## config.mk

```make
export PLATFORM = sky130hd
export DESIGN_NAME = tx_redundant_framer
export DESIGN_NICKNAME = d
export VERILOG_FILES = /design/src/rtl/tx_redundant_framer.sv
export SDC_FILE = /design/constraint.sdc
export NUM_CORES = 1
export LEC_CHECK = 0
export CORE_MARGIN = 1.5
export CORE_UTILIZATION = 50
export DETAILED_ROUTE_END_ITERATION = 16
export HOLD_SLACK_MARGIN = 0.08
export PLACE_DENSITY = 0.69
export SYNTH_ARGS = -nofsm -noshare
export SYNTH_HDL_FRONTEND = slang
export SYNTH_SLANG_ARGS = --single-unit
export TNS_END_PERCENT = 100
```

## constraint.sdc

```tcl
create_clock -name clk125MHz -period 5.3 [get_ports clk125MHz]
set_input_delay 0.795 -clock clk125MHz [delete_from_list [all_inputs] [get_ports clk125MHz]]
set_output_delay 0.795 -clock clk125MHz [all_outputs]
set_load 0.05 [all_outputs]
```

## src/rtl/tx_redundant_framer.sv

```systemverilog
// ---------------------------------------------------------------------------
// tx_redundant_framer
//
// Builds complete Ethernet frames (preamble/SFD, header, zero pad, ID bytes,
// payload, CRC-32 FCS, inter-frame gap) and sends each segment `redundancy`
// times. This lets the receiver vote on each byte across the copies.
// Byte slots advance only on clock edges where tx_adv is high.
//
// Ports:
//   clk125MHz          in   1  sole clock
//   resetn             in   1  synchronous reset, active low
//   tx_adv             in   1  byte strobe; state advances only when high
//   start              in   1  burst request, sampled in IDLE only
//   redundancy         in   8  copies per segment (0 treated as 1), latched on start
//   segment_number_max in   8  segments per burst (0 treated as 1), latched on start
//   pl_addr            out 16  payload index consumed on the next advancing edge
//   pl_data            in   8  payload byte, combinational function of pl_addr
//   tx_data            out  8  byte to RGMII TX (0 while tx_en is low)
//   tx_en              out  1  high from preamble through FCS
//   busy               out  1  high from start acceptance until done
//   done               out  1  one-cycle pulse at the end of a burst
//
// Optional feature (macro TX_ERR_INJECT_EN):
//   Adds err_mask[7:0] and err_copy[7:0], both sampled at the first preamble
//   byte of each frame. On the copy whose index equals err_copy, payload
//   byte 0 is XORed with err_mask before it enters the CRC, so the frame
//   stays valid on the wire.
// ---------------------------------------------------------------------------
module tx_redundant_framer #(
  parameter logic [47:0] DST_MAC     = 48'hFFFF_FFFF_FFFF,
  parameter logic [47:0] SRC_MAC     = 48'h0018_3E02_0001,
  parameter logic [15:0] ETHERTYPE   = 16'h88B5,
  parameter int          ID_OFFSET   = 25,
  parameter int          PAYLOAD_LEN = 64,
  parameter int          IFG_BYTES   = 12
) (
  input  logic        clk125MHz,
  input  logic        resetn,
  input  logic        tx_adv,
  input  logic        start,
  input  logic [7:0]  redundancy,
  input  logic [7:0]  segment_number_max,
`ifdef TX_ERR_INJECT_EN
  input  logic [7:0]  err_mask,
  input  logic [7:0]  err_copy,
`endif
  output logic [15:0] pl_addr,
  input  logic [7:0]  pl_data,
  output logic [7:0]  tx_data,
  output logic        tx_en,
  output logic        busy,
  output logic        done
);

  typedef enum logic [3:0] {
    S_IDLE, S_PRE, S_SFD, S_HDR, S_PAD, S_IDS, S_PAY, S_FCS, S_IFG, S_FIN
  } state_t;

  // Header bytes, MSB first: DST(6) SRC(6) ETHERTYPE(2) = frame bytes 0..13
  localparam logic [111:0] HDR       = {DST_MAC, SRC_MAC, ETHERTYPE};
  localparam logic [15:0]  HDR_LAST  = 16'd13;
  localparam logic [15:0]  PAD_LAST  = 16'(ID_OFFSET - 1);
  localparam logic [15:0]  IDS_SEQ   = 16'(ID_OFFSET);
  localparam logic [15:0]  IDS_SEG   = 16'(ID_OFFSET + 1);
  localparam logic [15:0]  IDS_LAST  = 16'(ID_OFFSET + 2);
  localparam logic [15:0]  PAY_LAST  = 16'(PAYLOAD_LEN - 1);
  localparam logic [15:0]  IFG_LAST  = 16'(IFG_BYTES - 1);
  localparam logic [31:0]  CRC_INIT  = 32'hFFFF_FFFF;

  // One byte of the reflected CRC-32 (poly 0xEDB88320), LSB first
  function automatic logic [31:0] crc32_byte(input logic [31:0] c, input logic [7:0] d);
    logic [31:0] r;
    r = c ^ {24'd0, d};
    for (int i = 0; i < 8; i++) begin
      r = r[0] ? ((r >> 1) ^ 32'hEDB8_8320) : (r >> 1);
    end
    return r;
  endfunction

  state_t      state_q, state_d;
  logic [15:0] cnt_q, cnt_d;
  logic [7:0]  seq_q, seq_d;
  logic [7:0]  seg_q, seg_d;
  logic [7:0]  copy_q, copy_d;
  logic [7:0]  red_q, red_d;
  logic [7:0]  segmax_q, segmax_d;
  logic [31:0] crc_q, crc_d;
  logic [15:0] pl_addr_d;
  logic [7:0]  tx_data_d;
  logic        tx_en_d, busy_d, done_d;
  logic [7:0]  byte_v;
  logic [6:0]  hdr_base;
  logic [31:0] fcs_word;
  logic [4:0]  fcs_base;
`ifdef TX_ERR_INJECT_EN
  logic [7:0]  err_mask_q, err_mask_d;
  logic [7:0]  err_copy_q, err_copy_d;
`endif

  // State and output registers; every output is registered here.
  always_ff @(posedge clk125MHz) begin
    if (!resetn) begin
      state_q  <= S_IDLE;
      cnt_q    <= '0;
      seq_q    <= '0;
      seg_q    <= '0;
      copy_q   <= '0;
      red_q    <= 8'd1;
      segmax_q <= 8'd1;
      crc_q    <= CRC_INIT;
      pl_addr  <= '0;
      tx_data  <= '0;
      tx_en    <= 1'b0;
      busy     <= 1'b0;
      done     <= 1'b0;
`ifdef TX_ERR_INJECT_EN
      err_mask_q <= '0;
      err_copy_q <= '0;
`endif
    end else begin
      state_q  <= state_d;
      cnt_q    <= cnt_d;
      seq_q    <= seq_d;
      seg_q    <= seg_d;
      copy_q   <= copy_d;
      red_q    <= red_d;
      segmax_q <= segmax_d;
      crc_q    <= crc_d;
      pl_addr  <= pl_addr_d;
      tx_data  <= tx_data_d;
      tx_en    <= tx_en_d;
      busy     <= busy_d;
      done     <= done_d;
`ifdef TX_ERR_INJECT_EN
      err_mask_q <= err_mask_d;
      err_copy_q <= err_copy_d;
`endif
    end
  end

  // Next-state and next-output logic. cnt holds the frame byte index through
  // HDR/PAD/IDS so header, pad and ID bytes share one counter; PAY uses pl_addr.
  always_comb begin
    state_d   = state_q;
    cnt_d     = cnt_q;
    seq_d     = seq_q;
    seg_d     = seg_q;
    copy_d    = copy_q;
    red_d     = red_q;
    segmax_d  = segmax_q;
    crc_d     = crc_q;
    pl_addr_d = pl_addr;
    tx_data_d = tx_data;
    tx_en_d   = tx_en;
    busy_d    = busy;
    done_d    = 1'b0;
    byte_v    = 8'h00;
    hdr_base  = {(4'd13 - cnt_q[3:0]), 3'b000};
    fcs_word  = ~crc_q;
    fcs_base  = {cnt_q[1:0], 3'b000};
`ifdef TX_ERR_INJECT_EN
    err_mask_d = err_mask_q;
    err_copy_d = err_copy_q;
`endif

    if (state_q == S_IDLE) begin
      if (start) begin
        red_d     = (redundancy == 8'd0) ? 8'd1 : redundancy;
        segmax_d  = (segment_number_max == 8'd0) ? 8'd1 : segment_number_max;
        busy_d    = 1'b1;
        copy_d    = '0;
        seg_d     = '0;
        cnt_d     = '0;
        pl_addr_d = '0;
        state_d   = S_PRE;
      end
    end else if (tx_adv) begin
      case (state_q)
        S_PRE: begin
          tx_en_d   = 1'b1;
          tx_data_d = 8'h55;
          crc_d     = CRC_INIT;
`ifdef TX_ERR_INJECT_EN
          if (cnt_q == 16'd0) begin
            err_mask_d = err_mask;
            err_copy_d = err_copy;
          end
`endif
          if (cnt_q == 16'd6) begin
            cnt_d   = '0;
            state_d = S_SFD;
          end else begin
            cnt_d = cnt_q + 16'd1;
          end
        end
        S_SFD: begin
          tx_en_d   = 1'b1;
          tx_data_d = 8'hD5;
          cnt_d     = '0;
          state_d   = S_HDR;
        end
        S_HDR: begin
          byte_v    = HDR[hdr_base +: 8];
          tx_en_d   = 1'b1;
          tx_data_d = byte_v;
          crc_d     = crc32_byte(crc_q, byte_v);
          cnt_d     = cnt_q + 16'd1;
          if (cnt_q == HDR_LAST) begin
            state_d = (ID_OFFSET > 14) ? S_PAD : S_IDS;
          end
        end
        S_PAD: begin
          tx_en_d   = 1'b1;
          tx_data_d = 8'h00;
          crc_d     = crc32_byte(crc_q, 8'h00);
          cnt_d     = cnt_q + 16'd1;
          if (cnt_q == PAD_LAST) begin
            state_d = S_IDS;
          end
        end
        S_IDS: begin
          if (cnt_q == IDS_SEQ) begin
            byte_v = seq_q;
          end else if (cnt_q == IDS_SEG) begin
            byte_v = seg_q;
          end else begin
            byte_v = copy_q;
          end
          tx_en_d   = 1'b1;
          tx_data_d = byte_v;
          crc_d     = crc32_byte(crc_q, byte_v);
          if (cnt_q == IDS_LAST) begin
            cnt_d     = '0;
            pl_addr_d = '0;
            state_d   = S_PAY;
          end else begin
            cnt_d = cnt_q + 16'd1;
          end
        end
        S_PAY: begin
          byte_v = pl_data;
`ifdef TX_ERR_INJECT_EN
          if ((pl_addr == 16'd0) && (copy_q == err_copy_q)) begin
            byte_v = pl_data ^ err_mask_q;
          end
`endif
          tx_en_d   = 1'b1;
          tx_data_d = byte_v;
          crc_d     = crc32_byte(crc_q, byte_v);
          if (pl_addr == PAY_LAST) begin
            pl_addr_d = '0;
            cnt_d     = '0;
            state_d   = S_FCS;
          end else begin
            pl_addr_d = pl_addr + 16'd1;
          end
        end
        S_FCS: begin
          tx_en_d   = 1'b1;
          tx_data_d = fcs_word[fcs_base +: 8];
          if (cnt_q == 16'd3) begin
            cnt_d   = '0;
            state_d = S_IFG;
          end else begin
            cnt_d = cnt_q + 16'd1;
          end
        end
        S_IFG: begin
          tx_en_d   = 1'b0;
          tx_data_d = 8'h00;
          if (cnt_q == IFG_LAST) begin
            cnt_d = '0;
            // Repeat the same segment, move to the next one, or wrap up the burst
            if (({1'b0, copy_q} + 9'd1) < {1'b0, red_q}) begin
              copy_d  = copy_q + 8'd1;
              state_d = S_PRE;
            end else if (({1'b0, seg_q} + 9'd1) < {1'b0, segmax_q}) begin
              copy_d  = '0;
              seg_d   = seg_q + 8'd1;
              seq_d   = seq_q + 8'd1;
              state_d = S_PRE;
            end else begin
              seq_d   = seq_q + 8'd1;
              state_d = S_FIN;
            end
          end else begin
            cnt_d = cnt_q + 16'd1;
          end
        end
        S_FIN: begin
          // Occupies the slot where the next frame would have started
          done_d  = 1'b1;
          busy_d  = 1'b0;
          state_d = S_IDLE;
        end
        default: begin
          state_d = S_IDLE;
        end
      endcase
    end
  end

endmodule

```

* Word level (Yosys, flattened, before mapping) *
Cells that the tools add are included.

cells by class
  reduce and logical (&&, ||, !) cells = 29
  equal/unequal tests = 27
  shift operators = 2
  multiplexer cells = 87
  order comparisons = 2
  add/subtract/negate cells = 8
  bitwise operators = 40

operators by type and width
  cell                        number
  $mux W32                    32
  $not A13 Y14                32
  $mux W16                    12
  $mux W8                     20
  $pmux W32 S5                1
  $pmux W16 S7                1
  $shiftx A112 B8 Y8 const A  1
  $xor A32 B8 Y32             3
  $eq A16 B5 Y1 const B       4
  $pmux W8 S7                 1
  $mux W4                     12
  $add A16 B1 Y16 const B     2
  $eq A16 B4 Y1 const B       2
  $not A32 Y32                1
  $pmux W16 S2                1
  $pmux W4 S8                 1
  $shiftx A32 B6 Y8           1
  $add A8 B1 Y8 const B       3
  $ne A3 B3 Y1 const B        7
  $add A8 B1 Y9 const B       2
  $lt A9 B8 Y1                2
  $eq A16 B2 Y1 const B       1
  $eq A16 B3 Y1 const B       1
  $eq A16 B6 Y1 const B       1
  25 further kinds            51

word-level totals
  bits of input ports = 28
  register bits = 119
  logic and storage cells = 208

* Logic depth before layout (Yosys ltp) *
  depth in word-level cells = 24
  mapped depth = 13

* Least setup slack after synthesis *
Ideal clock, no wire load.

  path type = register to register
  from = reg cnt_q[0]
  to = reg crc_q[20]
  arrival = 3.687 ns
  stages on the path, launching flop included = 14
  path slack = 1.491 ns
  cell sequence = dfxtp_1 buf_1 inv_1 ha_1 nand4b_1 nor4_4 mux2_2 mux2i_2 xnor2_4 xnor3_1 xnor3_2 xor2_1 nor2_1 o32a_1

on the way
  cells in the longest elaborated chain, start to end = 21
  elaborated cells on any way between the ends = 40
  classes of those cells = add/sub: 1; eq/ne: 2; shift: 1; mux: 22; bitwise: 14

RTL lines
  what                                                                    RTL line  RTL
  from (decl)                                                             81        logic [15:0] cnt_q, cnt_d;
  from (signal assigned)                                                  122       cnt_q <= cnt_d;
  parallel branches: the longest is 20 deep, another holds $sub A4 B4 Y4  n/a
  $pmux W32 S5 (*)                                                        178       case (state_q)
  to (signal assigned)                                                    128       crc_q <= crc_d;
  to (decl)                                                               87        logic [31:0] crc_q, crc_d;

Mark *: on every way between the ends. The select of a mux whose other input is x is not followed.
A chain may end at the register's enable or synchronous reset.

* Final worst setup path *
  from = reg cnt_q[0]
  to = reg crc_q[23]

Same word-level chain as after synthesis.

==> key figures <==
Status
  – Status: completed

STA
  – Unrepaired setup endpoints after global routing: false
  – Fmax: approximately 240 MHz
  – # setup viols final: 0
  – Worst-margin pin slew: about 1.1 ns
  – Max-slew headroom: 0.285
  – Setup TNS: 0 ns
  – Final period utilization: 0.802
  – Max-slew violations: 0
  – Final Hold Vio Count: 0
  – Clock skew: around 0.021 ns
  – Hold WS: 0.455 ns
  – Minimum clock period: about 4.2 ns

Clock tree
  – Clock latency on the worst-skew pair: approximately 0.43 ns
  – TritonCTS buffer count: 17
  – CTS root buf: clkbuf_16
  – Num Clock Sinks: roughly 120
  – # Post-CTS Setup Buffers: 0
  – Resized cells post-CTS: 0
  – Clock buffer depth: 2
  – Clk pin slew, worst setup/hold paths: around 0.060 ns
  – CTS tree: done
  – Cts hold-fix bufs: 0
  – H-tree levels: 4

Yosys
  – Yosys warns: 0
  – EDFF count, synth: 0
  – Post-synth ARST share: 0
  – Post-synth net total: approximately 1,200
  – Cell variety after synth: between 70 and 80
  – Cells after Synth: 1,145
  – Mapped Area: 0.00950 mm^2
  – Dominant synthesized flop cell: dfxtp_1
  – Mean Syn Cell Area: approximately 8.3 um^2
  – Yosys reg bits: 119
  – Sequential cell area fraction in the yosys report: 0.251

Power and ir drop
  – Total design power: between 0.004 and 0.005 W
  – PD cells: ~400 mW/mm^2
  – Worst vdd ir: 0.000222 V
  – Leakage power total: ~3.9 nW

Die
  – Die area: 0.0198 mm^2
  – Initial core utilization: 0.510
  – DIE WIDTH: around 140 um
  – Row count: 50
  – IO Count: 55
  – Die Y: 141 um
  – Core box area: ~0.019 mm^2

Min path
  – Worst-case hold path end point: red_q[1]
  – Worst min-delay path class: flop to flop
  – Worst Hold Launch: red_q[1]
  – Hold depth: 2

Route
  – First drt pass iteration count: 6
  – Via density: between 6 and 7
  – Post-route DRC: 0
  – 1st-iter DRT viols: 889
  – Vias: roughly 8,800
  – Final WL: just under 30,000 um
  – Average wire per standard cell: 20.8 um
  – Post-route ant nets: 0

Place
  – Placed wire-length estimate: 21,900 um
  – Final RePlAce weighted congestion: between 0.9 and 1
  – Dpl cells: about 1,400
  – Port Buf Inserts: 54

Global routing
  – First-pass GRT wire length: 46,100 um
  – Gr usage total: 0.304
  – Initial antenna violation count: 0
  – Gr ovfl total: 0
  – Largest net degree at the start of global routing: 34
  – Vias in the first global route: a little over 8,000

Setup path
  – CP startpoint kind: flop
  – Flop-to-flop setup slack: around 1.1 ns
  – CP Data Required Time: between 5 and 6 ns
  – Critical path class: flop to flop
  – Endpoint class of the critical path: flop
  – Worst Path Max Fanout: 14
  – Reg-to-Reg Start: cnt_q[0]
  – WP data arrival: 4.55 ns
  – FF-to-FF End: crc_q[23]
  – Worst Reg-to-Reg Cells: 12

Cells and area
  – Final core occ: 0.590
  – Number of diodes: 0
  – Area grow syn2layout: 15.8%
  – Nets: around 1,200
  – Share of cells above drive strength 1: 0.0876
  – Final std cells w/o fill: 1,432
  – Most frequent cells in the layout: xnor2_1, dfxtp_1, nor2_1, xor2_1, nand2_1
  – Commonest non-fill, non-tap cell in the layout: xnor2_1

Run
  – Max_cap viols: 0
==> final cells by class <==
class                           instances  area [um^2]
Clock buffer                           20          447
Timing Repair Buffer                   80          736
Inverter                               28          105
Clock inverter                         12          246
Sequential cell                       119         2380
Fill cell                            1693         7640
Multi-Input combinational cell        939         6790
Tap cell                              234          293
==> per-stage QoR <==
| step | area, um^2 | setup slack [ns] |
|---|---|---|
| finish | 11000 | 1.05 |
| global route | 11000 | 0.789 |
| CTS | 11000 | 1.03 |
| detailed placement | 10300 | 1.04 |
| global placement | 10300 | 1.23 |
| floorplan | 9500 | 1.49 |
==> worst max-delay path by stage <==
stage	startpoint	endpoint	slack (ns)	depth (start not counted)
detailed placement	cnt_q[0]	crc_q[23]	1.04	12
CTS	cnt_q[0]	crc_q[23]	1.03	12
global route	cnt_q[0]	crc_q[23]	0.79	12
floorplan	cnt_q[0]	crc_q[20]	1.49	13
finish	cnt_q[0]	crc_q[23]	1.05	12
global placement	cnt_q[0]	crc_q[23]	1.23	12
==> power by group <==
part	internal (W)	total (W)	switching, W	leakage (nW)
registers	0.000981	0.00109	0.000108	0.965
clock network	0.000942	0.00139	0.000444	0.327
logic	0.000752	0.00189	0.00114	2.65
total	0.00268	0.00437	0.00169	3.95
==> routing by layer <==
| metal | share of wire | global-route usage | routed length [um] | up-vias |
|---|---|---|---|---|
| li1 | - | - | - | 4067 |
| met3 | 0.089 | 0.0523 | 2670 | 68 |
| met5 | 0 | 0 | 0 | - |
| met2 | 0.43 | 0.464 | 12800 | 434 |
| met1 | 0.45 | 0.432 | 13500 | 4196 |
| met4 | 0.031 | 0.104 | 920 | 0 |
==> cells by family after synthesis <==
kind of cell,share of synthesized area
xor gates and xnor gates,0.302
adders and majority gates,0.0342
muxes,0.0569
AOI/OAI and AO/OA,0.159
DFF,0.251
and+or+nand+nor,0.163
buffers and inverters,0.0348
==> cells in the mapped netlist, types with 10 or more instances <==
| cell type | instances | area share |
|---|---|---|
| and3_1 | 15 | 0.0099 |
| a221oi_1 | 18 | 0.017 |
| o21ai_0 | 59 | 0.031 |
| xnor2_1 | 191 | 0.18 |
| ha_1 | 26 | 0.034 |
| o221ai_1 | 13 | 0.012 |
| a21oi_1 | 66 | 0.035 |
| dfxtp_1 | 119 | 0.25 |
| o21a_1 | 17 | 0.013 |
| nand2_1 | 90 | 0.036 |
| nand3_1 | 35 | 0.018 |
| clkbuf_1 | 50 | 0.020 |
| xor2_1 | 105 | 0.097 |
| inv_1 | 26 | 0.010 |
| a22oi_1 | 12 | 0.0095 |
| mux2i_1 | 20 | 0.021 |
| nor2_1 | 118 | 0.047 |
| nor3_1 | 15 | 0.0079 |
| nand4_1 | 11 | 0.0072 |
| or3_1 | 10 | 0.0066 |
==> worst max-delay path: stages, from the launching register on <==
cell and delay [ns]:
dfxtp_1 0.54, inv_1 0.20, ha_1 0.20, nand4b_1 0.17, nor4_4 0.57, mux2_2 0.42
mux2i_2 0.42, xnor2_4 0.20, xnor3_1 0.46, xnor3_2 0.43, xor2_1 0.15, nor2_1 0.07
o32a_1 0.30
==> flip-flops by register name, indices dropped and copies added (netlist names) <==
name	count
red_q	8
done	1
segmax_q	8
seg_q	8
cnt_q	16
tx_en	1
seq_q	8
busy	1
copy_q	8
crc_q	32
pl_addr	16
state_q	4
tx_data	8
No activity file was read; power rests on OpenSTA's default activity.
